### config.mk
export PLATFORM = sky130hd
export DESIGN_NAME = skinny_inv_sbox_masked_pipe
export DESIGN_NICKNAME = d
export VERILOG_FILES = /design/src/rtl/skinny_masked_pkg.sv /design/src/rtl/dom_and_masked.sv /design/src/rtl/skinny_inv_sbox_masked_pipe.sv
export SDC_FILE = /design/constraint.sdc
export NUM_CORES = 1
export LEC_CHECK = 0
export ABC_AREA = 0
export BUFFER_PORTS_ARGS = -buffer_cell sky130_fd_sc_hd__buf_2
export CORE_UTILIZATION = 43
export DETAILED_ROUTE_END_ITERATION = 7
export PLACE_DENSITY = 0.69
export REMOVE_ABC_BUFFERS = 1
export SLEW_MARGIN = 15
export SYNTH_ARGS = -nofsm -noshare
export SYNTH_HDL_FRONTEND = slang
export SYNTH_SLANG_ARGS = --single-unit
### constraint.sdc
create_clock -name clk -period 1.4 [get_ports clk]
set_input_delay 0.07 -clock clk [delete_from_list [all_inputs] [get_ports clk]]
set_output_delay 0.07 -clock clk [all_outputs]
set_load 0.1 [all_outputs]
### src/rtl/skinny_masked_pkg.sv
// Shared types and constants for the masked Skinny-64 inverse S-box pipeline.
// SKINNY_INV_SBOX_REFRESH_EN widens the fresh-randomness bus for the output remask stage.
package skinny_masked_pkg;

  // Two Boolean shares of one nibble; the unmasked value is s0 ^ s1.
  typedef struct packed {
    logic [3:0] s0;
    logic [3:0] s1;
  } nib2_t;

  localparam logic [3:0] SKINNY_SBOX [16] = '{
    4'hc, 4'h6, 4'h9, 4'h0, 4'h1, 4'ha, 4'h2, 4'hb,
    4'h3, 4'h8, 4'h5, 4'hd, 4'h4, 4'he, 4'h7, 4'hf
  };

  localparam logic [3:0] SKINNY_INV_SBOX [16] = '{
    4'h3, 4'h4, 4'h6, 4'h8, 4'hc, 4'ha, 4'h1, 4'he,
    4'h9, 4'h2, 4'h5, 4'h7, 4'h0, 4'hb, 4'hd, 4'hf
  };

`ifdef SKINNY_INV_SBOX_REFRESH_EN
  localparam int FRESH_W = 8;
`else
  localparam int FRESH_W = 4;
`endif

endpackage

### src/rtl/dom_and_masked.sv
// Registered two-share DOM-independent AND: q0 ^ q1 = (a0 ^ a1) & (b0 ^ b1), one cycle later.
// Cross-domain products are refreshed with r_i before they are registered.
module dom_and_masked (
  input  logic clk,
  input  logic rst_n,
  input  logic en_i,
  input  logic a0_i,
  input  logic a1_i,
  input  logic b0_i,
  input  logic b1_i,
  input  logic r_i,
  output logic q0_o,
  output logic q1_o
);

  logic inner0_q, inner1_q, cross01_q, cross10_q;

  // The register boundary is what stops glitches from recombining the two domains.
  always_ff @(posedge clk or negedge rst_n) begin
    if (!rst_n) begin
      inner0_q  <= 1'b0;
      inner1_q  <= 1'b0;
      cross01_q <= 1'b0;
      cross10_q <= 1'b0;
    end else if (en_i) begin
      inner0_q  <= a0_i & b0_i;
      inner1_q  <= a1_i & b1_i;
      cross01_q <= (a0_i & b1_i) ^ r_i;
      cross10_q <= (a1_i & b0_i) ^ r_i;
    end
  end

  assign q0_o = inner0_q ^ cross01_q;
  assign q1_o = inner1_q ^ cross10_q;

endmodule

### src/rtl/skinny_inv_sbox_masked_pipe.sv
// First-order masked Skinny-64 inverse S-box: rotate-left, then four registered NOR/XOR layers.
// SKINNY_INV_SBOX_REFRESH_EN adds a registered output remask stage driven by Fresh[7:4].
module skinny_inv_sbox_masked_pipe
  import skinny_masked_pkg::*;
#(
  parameter int REG_INPUT = 0
) (
  input  logic               clk,
  input  logic               rst_n,
  input  logic               en,
  input  logic               in_valid,
  input  logic [3:0]         SI_s0,
  input  logic [3:0]         SI_s1,
  input  logic [FRESH_W-1:0] Fresh,
  output logic               out_valid,
  output logic [3:0]         SO_s0,
  output logic [3:0]         SO_s1
);

  // Layer k computes bit TGT[k] ^= NOR(bit OPA[k], bit OPB[k]); this undoes the forward
  // decomposition in reverse order, after undoing its final rotate-right.
  localparam int TGT [4] = '{1, 2, 3, 0};
  localparam int OPA [4] = '{3, 1, 2, 3};
  localparam int OPB [4] = '{0, 0, 1, 2};

  nib2_t si_in;
  logic  vld_in;

  generate
    if (REG_INPUT != 0) begin : g_in_reg
      nib2_t si_q;
      logic  vld_q;
      always_ff @(posedge clk or negedge rst_n) begin
        if (!rst_n) begin
          si_q  <= '0;
          vld_q <= 1'b0;
        end else if (en) begin
          si_q  <= '{s0: SI_s0, s1: SI_s1};
          vld_q <= in_valid;
        end
      end
      assign si_in  = si_q;
      assign vld_in = vld_q;
    end else begin : g_in_comb
      assign si_in  = '{s0: SI_s0, s1: SI_s1};
      assign vld_in = in_valid;
    end
  endgenerate

  nib2_t stage [5];
  logic  vld   [5];

  assign stage[0] = '{s0: {si_in.s0[2:0], si_in.s0[3]}, s1: {si_in.s1[2:0], si_in.s1[3]}};
  assign vld[0]   = vld_in;

  generate
    for (genvar k = 0; k < 4; k++) begin : g_layer
      nib2_t st_q;
      logic  vld_q;
      logic  and0, and1;
      nib2_t st_out;

      // Negating a shared bit flips share 0 only, so NOR becomes an AND of inverted operands.
      dom_and_masked u_and (
        .clk  (clk),
        .rst_n(rst_n),
        .en_i (en),
        .a0_i (~stage[k].s0[OPA[k]]),
        .a1_i (stage[k].s1[OPA[k]]),
        .b0_i (~stage[k].s0[OPB[k]]),
        .b1_i (stage[k].s1[OPB[k]]),
        .r_i  (Fresh[k]),
        .q0_o (and0),
        .q1_o (and1)
      );

      // NOTE: data registers are reset too, so SO reads zero while rst_n is low.
      always_ff @(posedge clk or negedge rst_n) begin
        if (!rst_n) begin
          st_q  <= '0;
          vld_q <= 1'b0;
        end else if (en) begin
          st_q  <= stage[k];
          vld_q <= vld[k];
        end
      end

      // NOTE: default copy first, then patch the target bit, so no latch is inferred.
      always_comb begin
        st_out = st_q;
        st_out.s0[TGT[k]] = st_q.s0[TGT[k]] ^ and0;
        st_out.s1[TGT[k]] = st_q.s1[TGT[k]] ^ and1;
      end

      assign stage[k+1] = st_out;
      assign vld[k+1]   = vld_q;
    end
  endgenerate

`ifdef SKINNY_INV_SBOX_REFRESH_EN
  nib2_t so_q;
  logic  ov_q;

  always_ff @(posedge clk or negedge rst_n) begin
    if (!rst_n) begin
      so_q <= '0;
      ov_q <= 1'b0;
    end else if (en) begin
      so_q <= '{s0: stage[4].s0 ^ Fresh[7:4], s1: stage[4].s1 ^ Fresh[7:4]};
      ov_q <= vld[4];
    end
  end

  assign SO_s0     = so_q.s0;
  assign SO_s1     = so_q.s1;
  assign out_valid = ov_q;
`else
  assign SO_s0     = stage[4].s0;
  assign SO_s1     = stage[4].s1;
  assign out_valid = vld[4];
`endif

endmodule

==> impl_metrics.env, run 1 <==
export IMPL_path_max_fanout=4
export IMPL_drtAntennaViolNets=0
export IMPL_placed_cells=255
export IMPL_dr_first_iter_drc_count=74
export IMPL_cp_end_kind="flop"
export IMPL_routed_via_density=4.85
export IMPL_postLayoutCoreUtil=0.542
export IMPL_synth_fa_ha_area_frac=0
export IMPL_numClockSinks=52
export IMPL_multi_input_comb_area_um2=830
export IMPL_cts_buffers=5
export IMPL_reg2reg_slack_ns=0.008
export IMPL_diodes=0
export IMPL_htreeDepth=2
export IMPL_cp_required_ns=1.62
export IMPL_critPathKind="flop to flop"
export IMPL_grt_pass1_vias=1393
export IMPL_area_growth_pct=17.5
export IMPL_p_leak_uw=0.00121
export IMPL_dp_hpwl_um=2390
export IMPL_synth_compound_area_frac=0.0539
export IMPL_final_area_um2=2640
export IMPL_synth_area_per_cell_um2=13.2
export IMPL_worst_pin_slew_ns=0.485
export IMPL_drv_cap=0
export IMPL_critical_path_arrival_ns=1.61
export IMPL_synth_cell_types=19
export IMPL_peakVddDrop_mv=1.06
export IMPL_clkPwrFrac=0.159
export IMPL_reg2reg_depth=3
export IMPL_outcome="finished, final reports clean"
export IMPL_critPathSlowestCell="xor3_1"
export IMPL_max_stage_delay_ns=0.45
export IMPL_start_util=0.461
export IMPL_setup_viol=0
export IMPL_wl_per_cell_um=12.8
export IMPL_synth_common_cells="dfrtp_1 (52), mux2_2 (33), nor2_1 (12), inv_1 (11), o21ai_0 (11)"
export IMPL_synth_async_reset_ratio=1.00
export IMPL_power_frac_comb=0.453
export IMPL_min_period_ns=1.39
export IMPL_rows=25
export IMPL_r2r_start="g_layer[0].st_q[5]$_DFFE_PN0P_"
export IMPL_drc=0
export IMPL_gr_usage_all_layers=0.146
export IMPL_fin_crit_sh=0.994
export IMPL_layout_drive_gt1_share=0.358
export IMPL_clk_latency_ns=0.29
export IMPL_yosysTopAreaCell="dfrtp_1"
export IMPL_clock_skew_ns=0.00458
export IMPL_hold_end="g_layer[0].st_out[0]$_DFFE_PN0P_"
export IMPL_die_w_um=74.3
export IMPL_hold_class="input port to flop"
export IMPL_gp_congestion=0.724
export IMPL_synthCells=171
export IMPL_root_buffer="clkbuf_8"
export IMPL_relSlewSlack=0.679
export IMPL_cts_tree="done"
export IMPL_finalNetCount=219
export IMPL_power_density_nw_per_um2=2050
export IMPL_antenna_found_initial=0
export IMPL_reg2reg_to="g_layer[1].u_and.cross01_q$_DFFE_PN0P_"
export IMPL_instances_no_fill=271
export IMPL_post_synth_xor_area_fraction=0.0851
export IMPL_synth_most_common_cell="dfrtp_1"
export IMPL_fill_cells=440
export IMPL_io_buffer_count=24
export IMPL_num_io_pins=25
export IMPL_clkTransAtPathRegs_ns=0.09
export IMPL_synth_top_area_share=0.578
export IMPL_whs_path_depth=3
export IMPL_swShare=0.413
export IMPL_overflow=0
export IMPL_placed_cell_area_um2=2480
export IMPL_ys_ff_latch=52
export IMPL_pre_cts_ws_ns=0.0280
export IMPL_regArea_um2=1300
export IMPL_power_switching_uw=2240
export IMPL_clockBufferDepth=2
export IMPL_core_area_um2=4880
export IMPL_dieArea_um2=5520
export IMPL_seqPwrFrac=0.388
export IMPL_synthTopCellsByArea="dfrtp_1 (58%), mux2_2 (17%), xor3_1 (3.2%), xnor3_1 (3.0%), o21ai_0 (2.4%)"
export IMPL_rsz0062_at_grt="yes"
export IMPL_grt_max_degree=53
export IMPL_ys_seq_area_frac=0.578
export IMPL_fin_ws_ns=0.00785
export IMPL_grt_pass1_wl_um=6130
export IMPL_yosys_warnings=0
export IMPL_slew_viol_final=0
export IMPL_hold_violations=0
export IMPL_die_h_um=74.3
export IMPL_start_kind="flop"
export IMPL_synth_edff_count=0
export IMPL_drt_first_pass_iters=4
export IMPL_fmax_ghz=0.718
export IMPL_synth_top_family_by_area="multiplexers"
export IMPL_syn_cell_area_um2=2250
export IMPL_intPower_uw=3170
export IMPL_vias=1315
export IMPL_worstHoldStart="SI_s1[3]"
export IMPL_worstPathCellList="xor3_1 -> or3_1 -> a31oi_1"
export IMPL_yosys_area_share_simple=0.0512
export IMPL_muxShareOfSynthArea=0.179
export IMPL_synthFlopType="dfrtp_1"
export IMPL_drt_total_wl_um=3460
power by group through the flow:
stage | Clock, µW | Sequential [µW] | Combinational (µW)
3_5_place_dp | 0 | 2140 | 2440
5_1_grt | 937 | 2160 | 2600
4_1_cts | 895 | 2110 | 2450
2_1_floorplan | 0 | 2700 | 1080
6_report | 859 | 2100 | 2450
3_3_place_gp | 0 | 2120 | 2390
critical path, delay by kind of cell, from the launching register on:
kind	cells	cell delay (ns)
AND/OR/NAND/NOR	1	0.33
AO/OA/AOI/OAI	1	0.17
flip-flops	1	0.36
XOR/XNOR	1	0.45
cells in the final DEF (no fill, tap or decap), types with 3 or more instances in the layout:
cell type	instances
buf_2	22
buf_12	4
clkbuf_8	6
mux2i_1	3
dlygate4sd3_1	6
inv_1	11
xnor3_1	3
buf_4	6
xor3_1	3
a31oi_1	6
xnor2_1	6
nand2_1	4
mux2_2	33
o21ai_0	11
nor2_1	12
dfrtp_1	52
or3_1	6
o22ai_1	3
cell families after synthesis:
| group | Yosys count |
|---|---|
| muxes | 36 |
| buffers and inverters | 24 |
| AOI/OAI and AO/OA | 22 |
| and+or+nand+nor | 25 |
| DFF | 52 |
| xor gates and xnor gates | 12 |
state kept, by name (all words and copies together) (netlist names):
signal and count:
g_layer.u_and.inner1_q 4, out_valid 1, SO_s1 3, g_layer.u_and.inner0_q 4, g_layer.vld_q 3, g_layer.st_out 18
g_layer.u_and.cross01_q 4, g_layer.st_q 8, g_layer.u_and.cross10_q 4, SO_s0 3
what timing repair did:
action | 4_1_cts | 5_1_grt
setup buffers | 0 | 2
hold endpoints to repair | 57 | 0
pin swaps | 0 | 6
endpoints found under the setup margin | 1 | 8
resized for setup | 0 | 0
hold buffers | 6 | 0
cell type report:
type,instances,area share
multi-input cells,95,0.314
well taps,67,0.0317
flip-flops and latches,52,0.492
repair buffers,38,0.112
inverters,11,0.0156
clock buffers,6,0.0312
clock inverters,2,0.00379
how the worst max path moves through the flow:
stage / from / end / slack [ns] / depth (start not counted)
finish: g_layer[0].st_q[5]$_DFFE_PN0P_ / g_layer[1].u_and.cross01_q$_DFFE_PN0P_ / 0.008 / 3
global route: g_layer[0].st_q[5]$_DFFE_PN0P_ / g_layer[1].u_and.cross01_q$_DFFE_PN0P_ / -0.09 / 3
CTS: g_layer[3].st_q[0]$_DFFE_PN0P_ / SO_s1[0] / -0.02 / 3
detailed placement: g_layer[1].u_and.inner0_q$_DFFE_PN0P_ / g_layer[2].u_and.cross01_q$_DFFE_PN0P_ / 0.03 / 3
global placement: g_layer[0].u_and.inner1_q$_DFFE_PN0P_ / g_layer[1].u_and.cross10_q$_DFFE_PN0P_ / 0.09 / 3
floorplan: g_layer[3].u_and.inner1_q$_DFFE_PN0P_ / SO_s1[0] / -0.74 / 2
layer usage:
metal,global-route usage,vias up,wire length (µm)
li1,-,647,-
met1,0.205,641,1780
met2,0.231,27,1560
met3,0.0379,0,125
met4,0.0314,0,0
met5,0,-,0
through the flow:
step / TNS [ns] / hold WS [ns] / total power [µW]
2_1_floorplan: -1.47 / -0.226 / 3780
3_3_place_gp: 0 / 0.0848 / 4510
3_5_place_dp: 0 / 0.0828 / 4570
4_1_cts: -0.0185 / 0.0107 / 5450
5_1_grt: -0.279 / 0.0224 / 5690
6_report: 0 / 0.0273 / 5410
No activity file was read; power rests on OpenSTA's default activity.
==> run 2, diff against run 1 <==
- HOLD_SLACK_MARGIN: default -> 0.12
- clock period: 1.4 -> 1.5 ns (I/O delays scaled with it)
==> impl_metrics.env, run 2 (synthesis gave the netlist of run 1 again) <==
export IMPL_fin_hold_ws_ns=0.165
export IMPL_critPathSlowestCell="xor3_1"
export IMPL_htreeDepth=2
export IMPL_slew_viol_final=0
export IMPL_critical_path_arrival_ns=1.63
export IMPL_finalNetCount=223
export IMPL_layout_drive_gt1_share=0.332
export IMPL_drv_cap=0
export IMPL_grt_pass1_wl_um=6290
export IMPL_fmax_ghz=0.712
export IMPL_post_cts_buffers=0
export IMPL_setup_viol=0
export IMPL_cp_required_ns=1.73
export IMPL_p_leak_uw=0.00123
export IMPL_rows=25
export IMPL_fin_ws_ns=0.0951
export IMPL_mostFrequentLayoutCell="dfrtp_1"
export IMPL_dieArea_um2=5520
export IMPL_numClockSinks=52
export IMPL_clock_skew_ns=0.00765
export IMPL_drt_total_wl_um=3580
export IMPL_io_buffer_count=24
export IMPL_clkTransAtPathRegs_ns=0.09
export IMPL_drt_first_pass_iters=4
export IMPL_min_period_ns=1.40
export IMPL_core_area_um2=4880
export IMPL_instances_no_fill=275
export IMPL_power_frac_comb=0.435
export IMPL_wl_per_cell_um=13.0
export IMPL_worstPathCellList="xor3_1 -> or3_1 -> a31oi_1"
export IMPL_dr_first_iter_drc_count=98
export IMPL_swShare=0.405
export IMPL_drtAntennaViolNets=0
export IMPL_vias=1327
export IMPL_die_h_um=74.3
export IMPL_clk_latency_ns=0.31
export IMPL_grt_max_degree=53
export IMPL_critPathKind="flop to flop"
export IMPL_cp_end_kind="flop"
export IMPL_largest_reg_flops=18
export IMPL_start_util=0.461
export IMPL_seqPwrFrac=0.382
export IMPL_relSlewSlack=0.679
export IMPL_overflow=0
export IMPL_dp_hpwl_um=2350
export IMPL_antenna_found_initial=0
export IMPL_drc=0
export IMPL_peakVddDrop_mv=1.21
export IMPL_power_uw=5130
export IMPL_hold_violations=0
export IMPL_placed_cells=253
export IMPL_cp_top_family="XOR/XNOR gates"
export IMPL_path_max_fanout=4
export IMPL_num_io_pins=25
export IMPL_area_growth_pct=21.0
export IMPL_critPathBufInv=0
export IMPL_clkPwrFrac=0.183
export IMPL_pre_cts_ws_ns=0.104
export IMPL_cts_buffers=5
export IMPL_hold_class="input port to flop"
export IMPL_gr_usage_all_layers=0.154
export IMPL_diodes=0
export IMPL_routed_via_density=4.83
export IMPL_die_w_um=74.3
export IMPL_grt_pass1_vias=1365
export IMPL_root_buffer="clkbuf_8"
export IMPL_fin_crit_sh=0.937
export IMPL_final_cell_mix="dfrtp_1 (52), mux2_2 (33), buf_2 (22)"
export IMPL_power_switching_uw=2080
export IMPL_clockBufferDepth=2
export IMPL_worst_pin_slew_ns=0.485
export IMPL_start_kind="flop"
export IMPL_cts_tree="done"
export IMPL_gp_congestion=0.718
export IMPL_outcome="finished, final reports clean"
export IMPL_power_density_nw_per_um2=1880
export IMPL_intPower_uw=3050
export IMPL_rsz0062_at_grt="no"
export IMPL_max_stage_delay_ns=0.46
-- run 2: cell count changes in the layout (fill, tap and decap cells not counted), sizes merged --
cell         previous run  this run
dlygate4sd3             6        14
buf                    32        28
bufinv                  0         1
clkinv                  2         1
-- run 2: metal layers --
metal	part of all wire	wire length, µm	GRT usage	vias up
li1	-	-	-	649
met1	0.49	1760	0.211	646
met2	0.46	1630	0.231	24
met3	0.033	118	0.0393	8
met4	0.020	72	0.0692	0
met5	0	0	0	-
-- run 2: path summary, 6_finish.rpt --
path	startpoint	slack (ns)	cells after the start	endpoint
worst min register to register	SO_s1[1]$_DFFE_PN0P_	0.51	1	SO_s1[1]$_DFFE_PN0P_
max in group asynchronous	rst_n	0.97	3	g_layer[2].vld_q$_DFFE_PN0P_
worst min-delay path	en	0.16	2	g_layer[1].st_out[0]$_DFFE_PN0P_
min in group asynchronous	rst_n	0.30	3	g_layer[3].st_q[0]$_DFFE_PN0P_
worst max-delay path	g_layer[1].u_and.cross01_q$_DFFE_PN0P_	0.1	3	g_layer[2].u_and.cross01_q$_DFFE_PN0P_
worst max register to register	g_layer[1].u_and.cross01_q$_DFFE_PN0P_	0.1	3	g_layer[2].u_and.cross01_q$_DFFE_PN0P_
-- run 2: layout make-up --
type | count | area [µm²]
clock buffer | 6 | 72.6
multi-input combinational | 95 | 831
sequential | 52 | 1300
fill | 441 | 2160
clock inverter | 2 | 35.0
inverter | 11 | 41.3
tap | 67 | 83.8
timing repair buffer | 42 | 358
-- run 2: power by group through the flow --
| stage | sequential [µW] | combinational, µW | clock (µW) |
|---|---|---|---|
| finish | 1960 | 2230 | 938 |
| global route | 2010 | 2360 | 1020 |
| CTS | 1970 | 2250 | 978 |
| detailed placement | 2000 | 2220 | 0 |
| global placement | 1980 | 2200 | 0 |
| floorplan | 2520 | 1030 | 0 |
-- run 2: repair_timing --
action / CTS / global route
resized for setup: 0 / 1
hold endpoints to repair: 71 / 0
endpoints found under the setup margin: 0 / 1
hold buffers: 14 / 0
-- run 2: stage by stage --
step                      TNS (ns)  instance area (µm²)   util
after floorplan              -1.28                 2170      -
after global placement           0                 2470  0.507
after detailed placement         0                 2470  0.507
after CTS                        0                 2720  0.558
after global routing             0                 2720  0.558
final                            0                 2720  0.558
==> run 3, diff against run 2 <==
- CORE_ASPECT_RATIO: default -> 1.5
- CORE_MARGIN: default -> 2
==> impl_metrics.env, run 3 (synthesis gave the netlist of run 1 again) <==
export IMPL_outcome="finished, final reports clean"
export IMPL_drv_cap=0
export IMPL_p_leak_uw=0.00121
export IMPL_hold_class="input port to flop"
export IMPL_drt_total_wl_um=3570
export IMPL_critPathKind="flop to flop"
export IMPL_reg2reg_to="g_layer[3].u_and.cross01_q$_DFFE_PN0P_"
export IMPL_setup_viol=0
export IMPL_placed_cell_area_um2=2450
export IMPL_antenna_found_initial=0
export IMPL_routed_via_density=4.81
export IMPL_highest_layer="met4"
export IMPL_grt_pass1_vias=1288
export IMPL_gr_usage_all_layers=0.135
export IMPL_postLayoutCoreUtil=0.527
export IMPL_worstHoldStart="en"
export IMPL_slew_viol_final=0
export IMPL_drt_first_pass_iters=4
export IMPL_worst_pin_slew_ns=0.486
export IMPL_dp_hpwl_um=2300
export IMPL_numClockSinks=52
export IMPL_io_buffer_count=24
export IMPL_fin_crit_sh=0.955
export IMPL_cts_buffers=5
export IMPL_start_util=0.442
export IMPL_dr_first_iter_drc_count=43
export IMPL_final_cell_mix="dfrtp_1 (52), mux2_2 (33), buf_2 (22)"
export IMPL_clockBufferDepth=2
export IMPL_rows=32
export IMPL_route_met2_wl_um=1850
export IMPL_rsz0062_at_grt="no"
export IMPL_fmax_ghz=0.698
export IMPL_root_buffer="clkbuf_8"
export IMPL_reg2reg_slack_ns=0.07
export IMPL_cts_tree="done"
export IMPL_drc=0
export IMPL_diodes=0
export IMPL_met1_length_um=1560
export IMPL_wl_met3_um=93
export IMPL_mostFrequentLayoutCell="dfrtp_1"
export IMPL_grt_pass1_wl_um=6100
export IMPL_vias=1319
export IMPL_clk_latency_ns=0.31
export IMPL_core_area_um2=5080
export IMPL_largest_reg_flops=18
export IMPL_relSlewSlack=0.678
export IMPL_die_w_um=63.1
export IMPL_power_density_nw_per_um2=1870
export IMPL_clock_skew_ns=0.00489
export IMPL_hold_violations=0
export IMPL_die_h_um=92.6
export IMPL_htreeDepth=2
export IMPL_fill_cells=462
export IMPL_whs_path_depth=3
export IMPL_grt_max_degree=66
export IMPL_cp_end_kind="flop"
export IMPL_num_io_pins=25
export IMPL_reg2reg_depth=3
export IMPL_area_growth_pct=19.1
export IMPL_fin_tns_setup_ns=0
export IMPL_start_kind="flop"
export IMPL_critical_path_arrival_ns=1.66
export IMPL_layout_drive_gt1_share=0.325
export IMPL_wl_per_cell_um=13.0
export IMPL_r2r_start="g_layer[2].u_and.cross01_q$_DFFE_PN0P_"
export IMPL_hold_end="g_layer[1].st_out[1]$_DFFE_PN0P_"
export IMPL_path_max_fanout=4
export IMPL_cp_required_ns=1.72
export IMPL_drtAntennaViolNets=0
export IMPL_gp_congestion=0.685
export IMPL_final_area_um2=2680
export IMPL_clkTransAtPathRegs_ns=0.09
export IMPL_dieArea_um2=5840
export IMPL_overflow=0
export IMPL_min_period_ns=1.43
export IMPL_peakVddDrop_mv=0.962
export IMPL_finalNetCount=221
[run 3: cell count changes in the layout (fill, tap and decap cells not counted), sizes merged]
cell | previous run | this run
bufinv | 1 | 0
buf | 28 | 26
clkinv | 1 | 2
[run 3: how the worst max path moves through the flow]
stage / depth (start not counted) / slack [ns] / start / end
floorplan: 2 / -0.64 / g_layer[3].u_and.inner1_q$_DFFE_PN0P_ / SO_s1[0]
global placement: 3 / 0.14 / g_layer[1].u_and.cross01_q$_DFFE_PN0P_ / g_layer[2].u_and.cross01_q$_DFFE_PN0P_
detailed placement: 3 / 0.10 / g_layer[2].u_and.cross01_q$_DFFE_PN0P_ / g_layer[3].u_and.cross01_q$_DFFE_PN0P_
CTS: 3 / 0.07 / g_layer[2].u_and.cross01_q$_DFFE_PN0P_ / g_layer[3].u_and.cross01_q$_DFFE_PN0P_
global route: 3 / 0.03 / g_layer[3].u_and.inner1_q$_DFFE_PN0P_ / SO_s1[0]
finish: 3 / 0.07 / g_layer[2].u_and.cross01_q$_DFFE_PN0P_ / g_layer[3].u_and.cross01_q$_DFFE_PN0P_
[run 3: timing repair]
item / CTS / global route
setup buffers: 0 / 0
endpoints found under the hold margin: 70 / 0
gates resized for setup: 0 / 0
hold buffers: 14 / 0
[run 3: final cells by class]
cell class | count | area, µm² | share of cell area
Multi-Input combinational cell | 95 | 830 | 0.310
Sequential cell | 52 | 1300 | 0.486
Inverter | 11 | 41.3 | 0.0154
Tap cell | 68 | 85.1 | 0.0317
Clock buffer | 6 | 82.6 | 0.0308
Timing Repair Buffer | 40 | 330 | 0.123
Clock inverter | 2 | 10.0 | 0.00373
[run 3: routing by layer]
layer / up-vias / global-route usage
met5: - / 0
met4: 0 / 0.0611
met3: 8 / 0.0292
met2: 14 / 0.223
met1: 657 / 0.168
li1: 640 / -
[run 3: per-stage QoR]
stage                     instances  hold WS, ns  worst slack [ns]  total power (µW)
after global routing            274        0.291            0.0261              5260
after CTS                       274        0.272            0.0733              5070
after floorplan                 158       -0.221            -0.642              3550
after detailed placement        252       0.0886             0.102              4220
final                           274        0.268            0.0668              5000
after global placement          252       0.0910             0.138              4180
[run 3: report_power, final]
group / switching [µW] / internal, µW / leakage (µW)
Clock: 444 / 369 / 0.0000510
Sequential: 210 / 1750 / 0.000619
Combinational: 1440 / 798 / 0.000542
[run 3: worst max-delay path, stage by stage, from the launching register on]
cell,delay (ns)
dfrtp_1,0.37
xor3_1,0.47
or3_1,0.32
a31oi_1,0.19
